`src/rtl/dram_rmw_ctrl_pkg.sv`:
```
// -----------------------------------------------------------------------------
// dram_ctrl_pkg
// Shared definitions for the data-RAM read-modify-write controller:
//   - state_e      : controller state encoding (2 bits)
//   - DEF_AWIDTH   : default RAM address width
//   - DEF_DWIDTH   : default RAM data width
//   - byte_count() : number of byte lanes in a data word
// -----------------------------------------------------------------------------
package dram_ctrl_pkg;

    localparam int DEF_AWIDTH = 3;
    localparam int DEF_DWIDTH = 32;

    typedef enum logic [1:0] {
        IDLE    = 2'd0,
        READ    = 2'd1,
        CAPTURE = 2'd2,
        WRITE   = 2'd3
    } state_e;

    function automatic int byte_count(input int dwidth);
        return dwidth / 8;
    endfunction

endpackage

```
`src/rtl/dram_rmw_ctrl_if.sv`:
```
// -----------------------------------------------------------------------------
// dram_rmw_ctrl_if
// Bundles the request/response handshake and the RAM port of the controller.
//   slave  : controller view (consumes requests, drives RAM addr/din/we)
//   master : requester + RAM view (drives requests and ram_dout)
// Signals:
//   req_valid/req_ready/req_write/req_addr/req_wdata/req_be : request channel
//   rsp_valid/rsp_rdata                                     : response pulse
//   ram_addr/ram_din/ram_we/ram_dout                        : RAM port
// -----------------------------------------------------------------------------
interface dram_rmw_ctrl_if
    import dram_ctrl_pkg::*;
#(
    parameter int AWIDTH = DEF_AWIDTH,
    parameter int DWIDTH = DEF_DWIDTH
);
    localparam int BWIDTH = byte_count(DWIDTH);

    logic              req_valid;
    logic              req_ready;
    logic              req_write;
    logic [AWIDTH-1:0] req_addr;
    logic [DWIDTH-1:0] req_wdata;
    logic [BWIDTH-1:0] req_be;
    logic              rsp_valid;
    logic [DWIDTH-1:0] rsp_rdata;
    logic [AWIDTH-1:0] ram_addr;
    logic [DWIDTH-1:0] ram_din;
    logic              ram_we;
    logic [DWIDTH-1:0] ram_dout;

    modport slave (
        input  req_valid, req_write, req_addr, req_wdata, req_be, ram_dout,
        output req_ready, rsp_valid, rsp_rdata, ram_addr, ram_din, ram_we
    );

    modport master (
        output req_valid, req_write, req_addr, req_wdata, req_be, ram_dout,
        input  req_ready, rsp_valid, rsp_rdata, ram_addr, ram_din, ram_we
    );

endinterface

```
`src/rtl/dram_rmw_ctrl_byte_merge.sv`:
```
// -----------------------------------------------------------------------------
// dram_byte_merge
// Combinational per-byte select between the word read from RAM and the new
// write data.
//   old_i    : word currently stored in RAM
//   new_i    : write data
//   be_i     : byte enables, bit i selects new_i[8i+7:8i]
//   merged_o : resulting word
// -----------------------------------------------------------------------------
module dram_byte_merge
    import dram_ctrl_pkg::*;
#(
    parameter int DWIDTH = DEF_DWIDTH
) (
    input  logic [DWIDTH-1:0]               old_i,
    input  logic [DWIDTH-1:0]               new_i,
    input  logic [byte_count(DWIDTH)-1:0]   be_i,
    output logic [DWIDTH-1:0]               merged_o
);

    for (genvar i = 0; i < byte_count(DWIDTH); i++) begin : g_byte
        assign merged_o[8*i +: 8] = be_i[i] ? new_i[8*i +: 8] : old_i[8*i +: 8];
    end

endmodule

```
`src/rtl/dram_rmw_ctrl.sv`:
```
// -----------------------------------------------------------------------------
// dram_rmw_ctrl
// Controller for one data-RAM bank (sync write, registered-address sync read).
// Reads return the stored word; byte-enabled writes are done as
// read-modify-write so unselected bytes keep their old value. Each request
// completes with a one-cycle rsp_valid pulse carrying the read or merged word.
//
// Ports:
//   clock   : rising-edge clock shared with the RAM
//   reset_n : asynchronous active-low reset
//   bus     : dram_rmw_ctrl_if.slave (request, response and RAM port)
//
// Build option:
//   DRAM_FULL_WORD_BYPASS_EN : full-word writes (all byte enables set) skip the
//                              read phase and go straight to WRITE.
// -----------------------------------------------------------------------------
module dram_rmw_ctrl
    import dram_ctrl_pkg::*;
#(
    parameter int AWIDTH = DEF_AWIDTH,
    parameter int DWIDTH = DEF_DWIDTH
) (
    input  logic            clock,
    input  logic            reset_n,
    dram_rmw_ctrl_if.slave  bus
);

    localparam int BWIDTH = byte_count(DWIDTH);

    state_e            state_q,     state_d;
    logic              write_q,     write_d;
    logic [DWIDTH-1:0] wdata_q,     wdata_d;
    logic [BWIDTH-1:0] be_q,        be_d;
    logic [AWIDTH-1:0] ram_addr_q,  ram_addr_d;
    logic [DWIDTH-1:0] ram_din_q,   ram_din_d;
    logic              ram_we_q,    ram_we_d;
    logic              rsp_valid_q, rsp_valid_d;
    logic [DWIDTH-1:0] rsp_rdata_q, rsp_rdata_d;
    logic [DWIDTH-1:0] merged;

    dram_byte_merge #(
        .DWIDTH (DWIDTH)
    ) u_merge (
        .old_i    (bus.ram_dout),
        .new_i    (wdata_q),
        .be_i     (be_q),
        .merged_o (merged)
    );

    always_ff @(posedge clock or negedge reset_n) begin
        if (!reset_n) begin
            state_q     <= IDLE;
            write_q     <= 1'b0;
            wdata_q     <= '0;
            be_q        <= '0;
            ram_addr_q  <= '0;
            ram_din_q   <= '0;
            ram_we_q    <= 1'b0;
            rsp_valid_q <= 1'b0;
            rsp_rdata_q <= '0;
        end else begin
            state_q     <= state_d;
            write_q     <= write_d;
            wdata_q     <= wdata_d;
            be_q        <= be_d;
            ram_addr_q  <= ram_addr_d;
            ram_din_q   <= ram_din_d;
            ram_we_q    <= ram_we_d;
            rsp_valid_q <= rsp_valid_d;
            rsp_rdata_q <= rsp_rdata_d;
        end
    end

    always_comb begin
        state_d     = state_q;
        write_d     = write_q;
        wdata_d     = wdata_q;
        be_d        = be_q;
        ram_addr_d  = ram_addr_q;
        ram_din_d   = ram_din_q;
        ram_we_d    = 1'b0;
        rsp_valid_d = 1'b0;
        rsp_rdata_d = rsp_rdata_q;

        case (state_q)
            IDLE: begin
                // req_ready is high only here, so req_valid alone means accept.
                if (bus.req_valid) begin
                    write_d    = bus.req_write;
                    wdata_d    = bus.req_wdata;
                    be_d       = bus.req_be;
                    ram_addr_d = bus.req_addr;
                    state_d    = READ;
`ifdef DRAM_FULL_WORD_BYPASS_EN
                    // Nothing of the old word survives, so no read is needed.
                    if (bus.req_write && (&bus.req_be)) begin
                        ram_din_d   = bus.req_wdata;
                        rsp_rdata_d = bus.req_wdata;
                        ram_we_d    = 1'b1;
                        state_d     = WRITE;
                    end
`endif
                end
            end
            READ: begin
                // RAM samples ram_addr at this edge; data is usable next cycle.
                state_d = CAPTURE;
            end
            CAPTURE: begin
                if (write_q) begin
                    ram_din_d   = merged;
                    rsp_rdata_d = merged;
                    if (be_q != '0) begin
                        ram_we_d = 1'b1;
                        state_d  = WRITE;
                    end else begin
                        // Empty byte mask: report the unchanged word, skip the write.
                        rsp_valid_d = 1'b1;
                        state_d     = IDLE;
                    end
                end else begin
                    rsp_rdata_d = bus.ram_dout;
                    rsp_valid_d = 1'b1;
                    state_d     = IDLE;
                end
            end
            WRITE: begin
                rsp_valid_d = 1'b1;
                state_d     = IDLE;
            end
            default: begin
                state_d = IDLE;
            end
        endcase
    end

    assign bus.req_ready = (state_q == IDLE);
    assign bus.rsp_valid = rsp_valid_q;
    assign bus.rsp_rdata = rsp_rdata_q;
    assign bus.ram_addr  = ram_addr_q;
    assign bus.ram_din   = ram_din_q;
    assign bus.ram_we    = ram_we_q;

endmodule

```
`src/flat_wrapper.sv`:
```
// flat-port wrapper written by rule: the top's interface ports become plain ports
module dram_rmw_ctrl_flat import dram_ctrl_pkg::*;
#(
    parameter int AWIDTH = DEF_AWIDTH,
    parameter int DWIDTH = DEF_DWIDTH
)
  (clock, reset_n, bus_req_valid, bus_req_write, bus_req_addr, bus_req_wdata, bus_req_be, bus_ram_dout, bus_req_ready, bus_rsp_valid, bus_rsp_rdata, bus_ram_addr, bus_ram_din, bus_ram_we);
  dram_rmw_ctrl_if #(.AWIDTH(AWIDTH), .DWIDTH(DWIDTH)) bus_i ();
  input  logic clock;
  input  logic reset_n;
  input wire logic [$bits(bus_i.req_valid)-1:0] bus_req_valid;
  input wire logic [$bits(bus_i.req_write)-1:0] bus_req_write;
  input wire logic [$bits(bus_i.req_addr)-1:0] bus_req_addr;
  input wire logic [$bits(bus_i.req_wdata)-1:0] bus_req_wdata;
  input wire logic [$bits(bus_i.req_be)-1:0] bus_req_be;
  input wire logic [$bits(bus_i.ram_dout)-1:0] bus_ram_dout;
  output wire logic [$bits(bus_i.req_ready)-1:0] bus_req_ready;
  output wire logic [$bits(bus_i.rsp_valid)-1:0] bus_rsp_valid;
  output wire logic [$bits(bus_i.rsp_rdata)-1:0] bus_rsp_rdata;
  output wire logic [$bits(bus_i.ram_addr)-1:0] bus_ram_addr;
  output wire logic [$bits(bus_i.ram_din)-1:0] bus_ram_din;
  output wire logic [$bits(bus_i.ram_we)-1:0] bus_ram_we;
  assign bus_i.req_valid = bus_req_valid;
  assign bus_i.req_write = bus_req_write;
  assign bus_i.req_addr = bus_req_addr;
  assign bus_i.req_wdata = bus_req_wdata;
  assign bus_i.req_be = bus_req_be;
  assign bus_i.ram_dout = bus_ram_dout;
  assign bus_req_ready = bus_i.req_ready;
  assign bus_rsp_valid = bus_i.rsp_valid;
  assign bus_rsp_rdata = bus_i.rsp_rdata;
  assign bus_ram_addr = bus_i.ram_addr;
  assign bus_ram_din = bus_i.ram_din;
  assign bus_ram_we = bus_i.ram_we;
  dram_rmw_ctrl #(.AWIDTH(AWIDTH), .DWIDTH(DWIDTH)) u_core (.clock(clock), .reset_n(reset_n), .bus(bus_i));
endmodule
```
`config.mk`:
```
export PLATFORM = sky130hd
export DESIGN_NAME = dram_rmw_ctrl_flat
export DESIGN_NICKNAME = d
export VERILOG_FILES = /design/src/rtl/dram_rmw_ctrl_pkg.sv /design/src/rtl/dram_rmw_ctrl_if.sv /design/src/rtl/dram_rmw_ctrl_byte_merge.sv /design/src/rtl/dram_rmw_ctrl.sv /design/src/flat_wrapper.sv
export SDC_FILE = /design/constraint.sdc
export NUM_CORES = 1
export LEC_CHECK = 0
export ABC_AREA = 1
export CAP_MARGIN = 10
export CORE_AREA = 10 10 117 119
export DETAILED_ROUTE_END_ITERATION = 6
export DIE_AREA = 0 0 127 129
export PLACE_DENSITY = 0.75
export SYNTH_ARGS = -nofsm -noshare
export SYNTH_HDL_FRONTEND = slang
export SYNTH_SLANG_ARGS = --single-unit
```
`constraint.sdc`:
```
create_clock -name clock -period 1.2 [get_ports clock]
set_input_delay 0.24 -clock clock [delete_from_list [all_inputs] [get_ports clock]]
set_output_delay 0.24 -clock clock [all_outputs]
set_load 0.01 [all_outputs]
```
==> impl.org <==
** Clock network
- The number of clock buffers added by TritonCTS is 9.
- Clock sink count :: 108
- TritonCTS built the clock tree.
- Number of H-tree levels :: 3
- Clock-pin slew was measured on the worst setup and hold paths at 0.07 ns.
- The tree is rooted in a clkbuf_16.
- Clock insertion delay at the later pin of the skew report :: 0.35 ns
- No sink is reached through more buffers than the 2 on the longest clock path.

** Power
- Of the total power, the clock network draws 16.5%.
- Registers are responsible for 31.6% of the overall power.
- The worst-case IR drop observed on VDD is roughly 1.1 mV.
- In this run the power spent charging and discharging nets is a little under 9000 µW.
- In this run the static leakage power is 0.00410 µW.
- Cell internal pwr :: approximately 12000 µW
- Part of the total power dissipated in combinational logic :: 51.8%
- For this design the ratio of total power to cell area is 2730 nW/µm².
- Final total power :: 21000 µW
- Switching power as a share of total power :: 42.2%

** Status
- The final reports fail on negative setup slack.
- The run finished, with violations left.

** Finish
- Layout Area Growth over Synthesis :: 63.9%
- Util after Layout :: between 60 and 70%
- In the final layout, the share of cells above drive strength 1 is 39.4%.
- Number of diodes :: 0
- Final instance area :: about 7700 µm²
- At the end of the flow, the number of nets in the layout was 824.

** Die
- IO Count :: around 150
- Die area :: around 16000 µm²
- Placeable core area :: 11300 µm²
- Site Rows :: 39
- Once the floorplan was initialized, standard cells occupied 41.5% of the core.
- Die X :: 127 µm
- The floorplan step set the die height to 129 µm.

** Worst setup path
- STA classifies the critical path endpoint as a flip-flop.
- The worst setup path is launched from a flip-flop.
- Worst endpoint data arrival time :: 1.64 ns
- Data on the critical path is required at its endpoint by between 1 and 1.5 ns.
- Category of the critical setup timing path :: flip-flop to flip-flop
- Maximum fanout encountered on the critical timing path :: 8

** STA
- Headroom to the max-slew limit came out at 75.2%.
- For the pin with the worst max-slew slack, the measured transition is 0.372 ns.
- Final period utilization :: 113%
- The final max-slew violation count was 0.
- Fin. Hold Viols :: 0
- PnR worst setup slack :: -0.156 ns
- Max frequency :: around 740 MHz
- Hold timing on the final database bottoms out at a slack of 0.237 ns.
- Setup repair after global routing missed its margin :: true
- For the final database, setup skew stands at 0.00610 ns.
- Setup violations remaining at the end of the flow were counted as roughly 100.
- Counting I/O delays and the setup requirement, the final critical path takes 1.36 ns.

** Yosys
- Mux contribution to synthesized area :: 0%
- Share of async-settable or async-resettable flops after synthesis :: 100%
- By area, the combinational part of the netlist is dominated by simple AND/OR/NAND/NOR gates.
- By instance count, the leading cell after synthesis is nand2_1.
- Leading post-synthesis cells by cell area :: dfrtp_1 58%, nand2_1 22%, nand3_1 11%
- The largest total area in the synthesized netlist belongs to dfrtp_1.
- Yosys mapped a number of flops with a built-in enable equal to 0.
- After synthesis, the largest area contributor takes up between 50% and 60% of total cell area.
- For this run, the number of Yosys warnings is 0.
- Post-Synthesis Cells :: 574
- The synthesized netlist devotes 3.62% of its cell area to compound gates.
- Number of distinct library cells after synthesis :: 15
- The synthesized design contains 108 register bits.
- Synth Area in XOR/XNOR :: 0%
- Summing every instance area after synthesis gives between 4000 and 5000 µm².
- Summing the areas of all and, or, nand and nor instances in the mapped netlist gives 34.0% of the synthesized area.
- Share of synthesized cell area in full adder, half adder and majority cells :: 0%
- The average instance in the mapped netlist occupies 8.18 µm².
- Synthesis produced a netlist with a net count of 649.
- Cell types with the highest counts after synthesis :: 276 x nand2_1, 108 x dfrtp_1, 104 x nand3_1, 22 x buf_2, 19 x o21ai_0
- For this run, the register share of the synthesized area comes to between 50% and 60%.
- In the synthesized netlist the dominant register cell turns out to be dfrtp_1.

** Routing
- Mean number of vias per cell :: 5.32
- The detailed router placed 4770 vias in this run.
- The detail route stage leaves a number of antenna-violating nets equal to 0.
- After detailed routing, the average wire length per cell comes to 19.6 µm.
- 1st-pass router iterations :: 5
- First DRT Iteration DRCs :: around 330
- For this block, the routed nets add up to around 18000 µm of wire.
- After detailed routing, the number of remaining DRC violations is 0.

** Run
- Max-cap violations :: 0

** Hold path
- Worst hold path type :: input port to async pin

** GRT
- The number of antenna violations at the first check in global routing came to 0.
- Overall fraction of global-route tracks in use :: between 10% and 20%
- Wire length of the first global-routing pass :: 24600 µm
- Total global routing overflow :: 0
- Entering global routing, the biggest net connects 68 pins.
- Via count of the first global-routing pass :: 4714

** Placement
- Cell area reported after detailed placement :: 6440 µm²
- Final weighted congestion in routability-driven placement :: 0.823
- In this run the tool buffered the top-level ports with about 140 buffer cells.
- Summed over all nets, the half-perimeter wirelength after detailed placement is between 10000 and 15000 µm.
-- kinds of logic (layout without fill, tap and decap cells) --
logic type	after synthesis	count (layout)
flip-flops	108	108
buffers and inverters	45	224
AND/OR/NAND/NOR	387	388
AO/OA/AOI/OAI	34	34
-- metal layers --
metal | vias to the layer above | track usage [%] | part of all wire [%]
met4 | 0 | 5.56 | 2.6
met1 | 2329 | 21.8 | 39
met3 | 35 | 5.22 | 8.0
met5 | - | 0 | 0
met2 | 202 | 32.5 | 50
li1 | 2204 | - | -
-- power groups by stage --
stage                     Clock, µW  Combinational, µW  Sequential (µW)
after floorplan                   0               3730             6770
after global placement            0               8340             6380
after detailed placement          0               8560             6440
after CTS                      3490               8660             6380
after global routing           3620              11800             6830
final                          3470              10900             6640
-- worst paths after layout --
| kind | to | startpoint | depth (start not counted) | slack, ns |
|---|---|---|---|---|
| min in group clock | u_core.write_q$_DFFE_PN0P_ | bus_req_valid | 4 | 0.35 |
| hold reg to reg | u_core.bus.ram_din[25]$_DFFE_PN0P_ | u_core.bus.ram_din[25]$_DFFE_PN0P_ | 2 | 0.48 |
| max in group asynchronous | u_core.wdata_q[21]$_DFFE_PN0P_ | reset_n | 3 | 0.38 |
| setup / recovery | u_core.bus.ram_din[6]$_DFFE_PN0P_ | u_core.state_q[0]$_DFFE_PN0P_ | 8 | -0.16 |
| hold / removal | u_core.bus.rsp_rdata[10]$_DFFE_PN0P_ | reset_n | 2 | 0.24 |
| setup reg to reg | u_core.bus.ram_din[6]$_DFFE_PN0P_ | u_core.state_q[0]$_DFFE_PN0P_ | 8 | -0.16 |
-- area by class of cell --
type                            instances  area [µm²]
Clock buffer                           10         239
Timing Repair Buffer                  200        1870
Multi-Input combinational cell        422        2560
Tap cell                              143         179
Clock inverter                          6         111
Inverter                                8        35.0
Fill cell                             886        3620
Sequential cell                       108        2700
-- critical path: stages, from the launching register on --
cell and delay [ns]:
dfrtp_1 0.42, buf_6 0.14, inv_6 0.06, nand2_8 0.07, nor2_4 0.16, buf_4 0.14, buf_12 0.16, nand2_4 0.07
nand2_2 0.07
-- what timing repair did --
action,CTS,global route
pin swaps,1,21
gates cloned,4,10
endpoints found under the setup margin,154,112
endpoints found under the hold margin,84,0
buffers inserted,12,5
hold buffers,1,0
gates resized for setup,329,183
-- flip-flops by register name, summed over array words and instances (netlist names) --
name and count:
u_core.bus.ram_addr 3, u_core.bus.ram_we 1, u_core.be_q 4, u_core.bus.rsp_valid 1
u_core.bus.rsp_rdata 32, u_core.state_q 2, u_core.wdata_q 32, u_core.write_q 1
u_core.bus.ram_din 32
-- layout by cell type (no fill, tap or decap) --
cell               n
nand2_1          168
dfrtp_1          108
clkdlybuf4s50_1   72
buf_2             71
nand3_1           68
nand2_2           57
nand2_4           50
nand3_2           32
buf_4             24
o21ai_1           17
clkbuf_16         16
o21ai_0           15
buf_12            11
buf_6             10
inv_1              4
nand3_4            4
inv_2              3
nand2_8            3
nor2_4             3
nor2_1             3
bufinv_16          3
buf_16             3
inv_6              1
a21oi_1            1
o21ai_2            1
clkinvlp_4         1
clkinv_4           1
clkbuf_8           1
clkinv_2           1
dlygate4sd3_1      1
buf_8              1
-- stage by stage --
stage                     std cells  worst slack [ns]  setup TNS [ns]
after floorplan                 574            0.0769               0
after global placement          851            -0.104           -3.78
after detailed placement        851            -0.126           -5.45
after CTS                       884            -0.124           -5.20
after global routing            897            -0.197          -14.78
final                           897            -0.156          -10.38
Power figures use the tool's default switching activity.
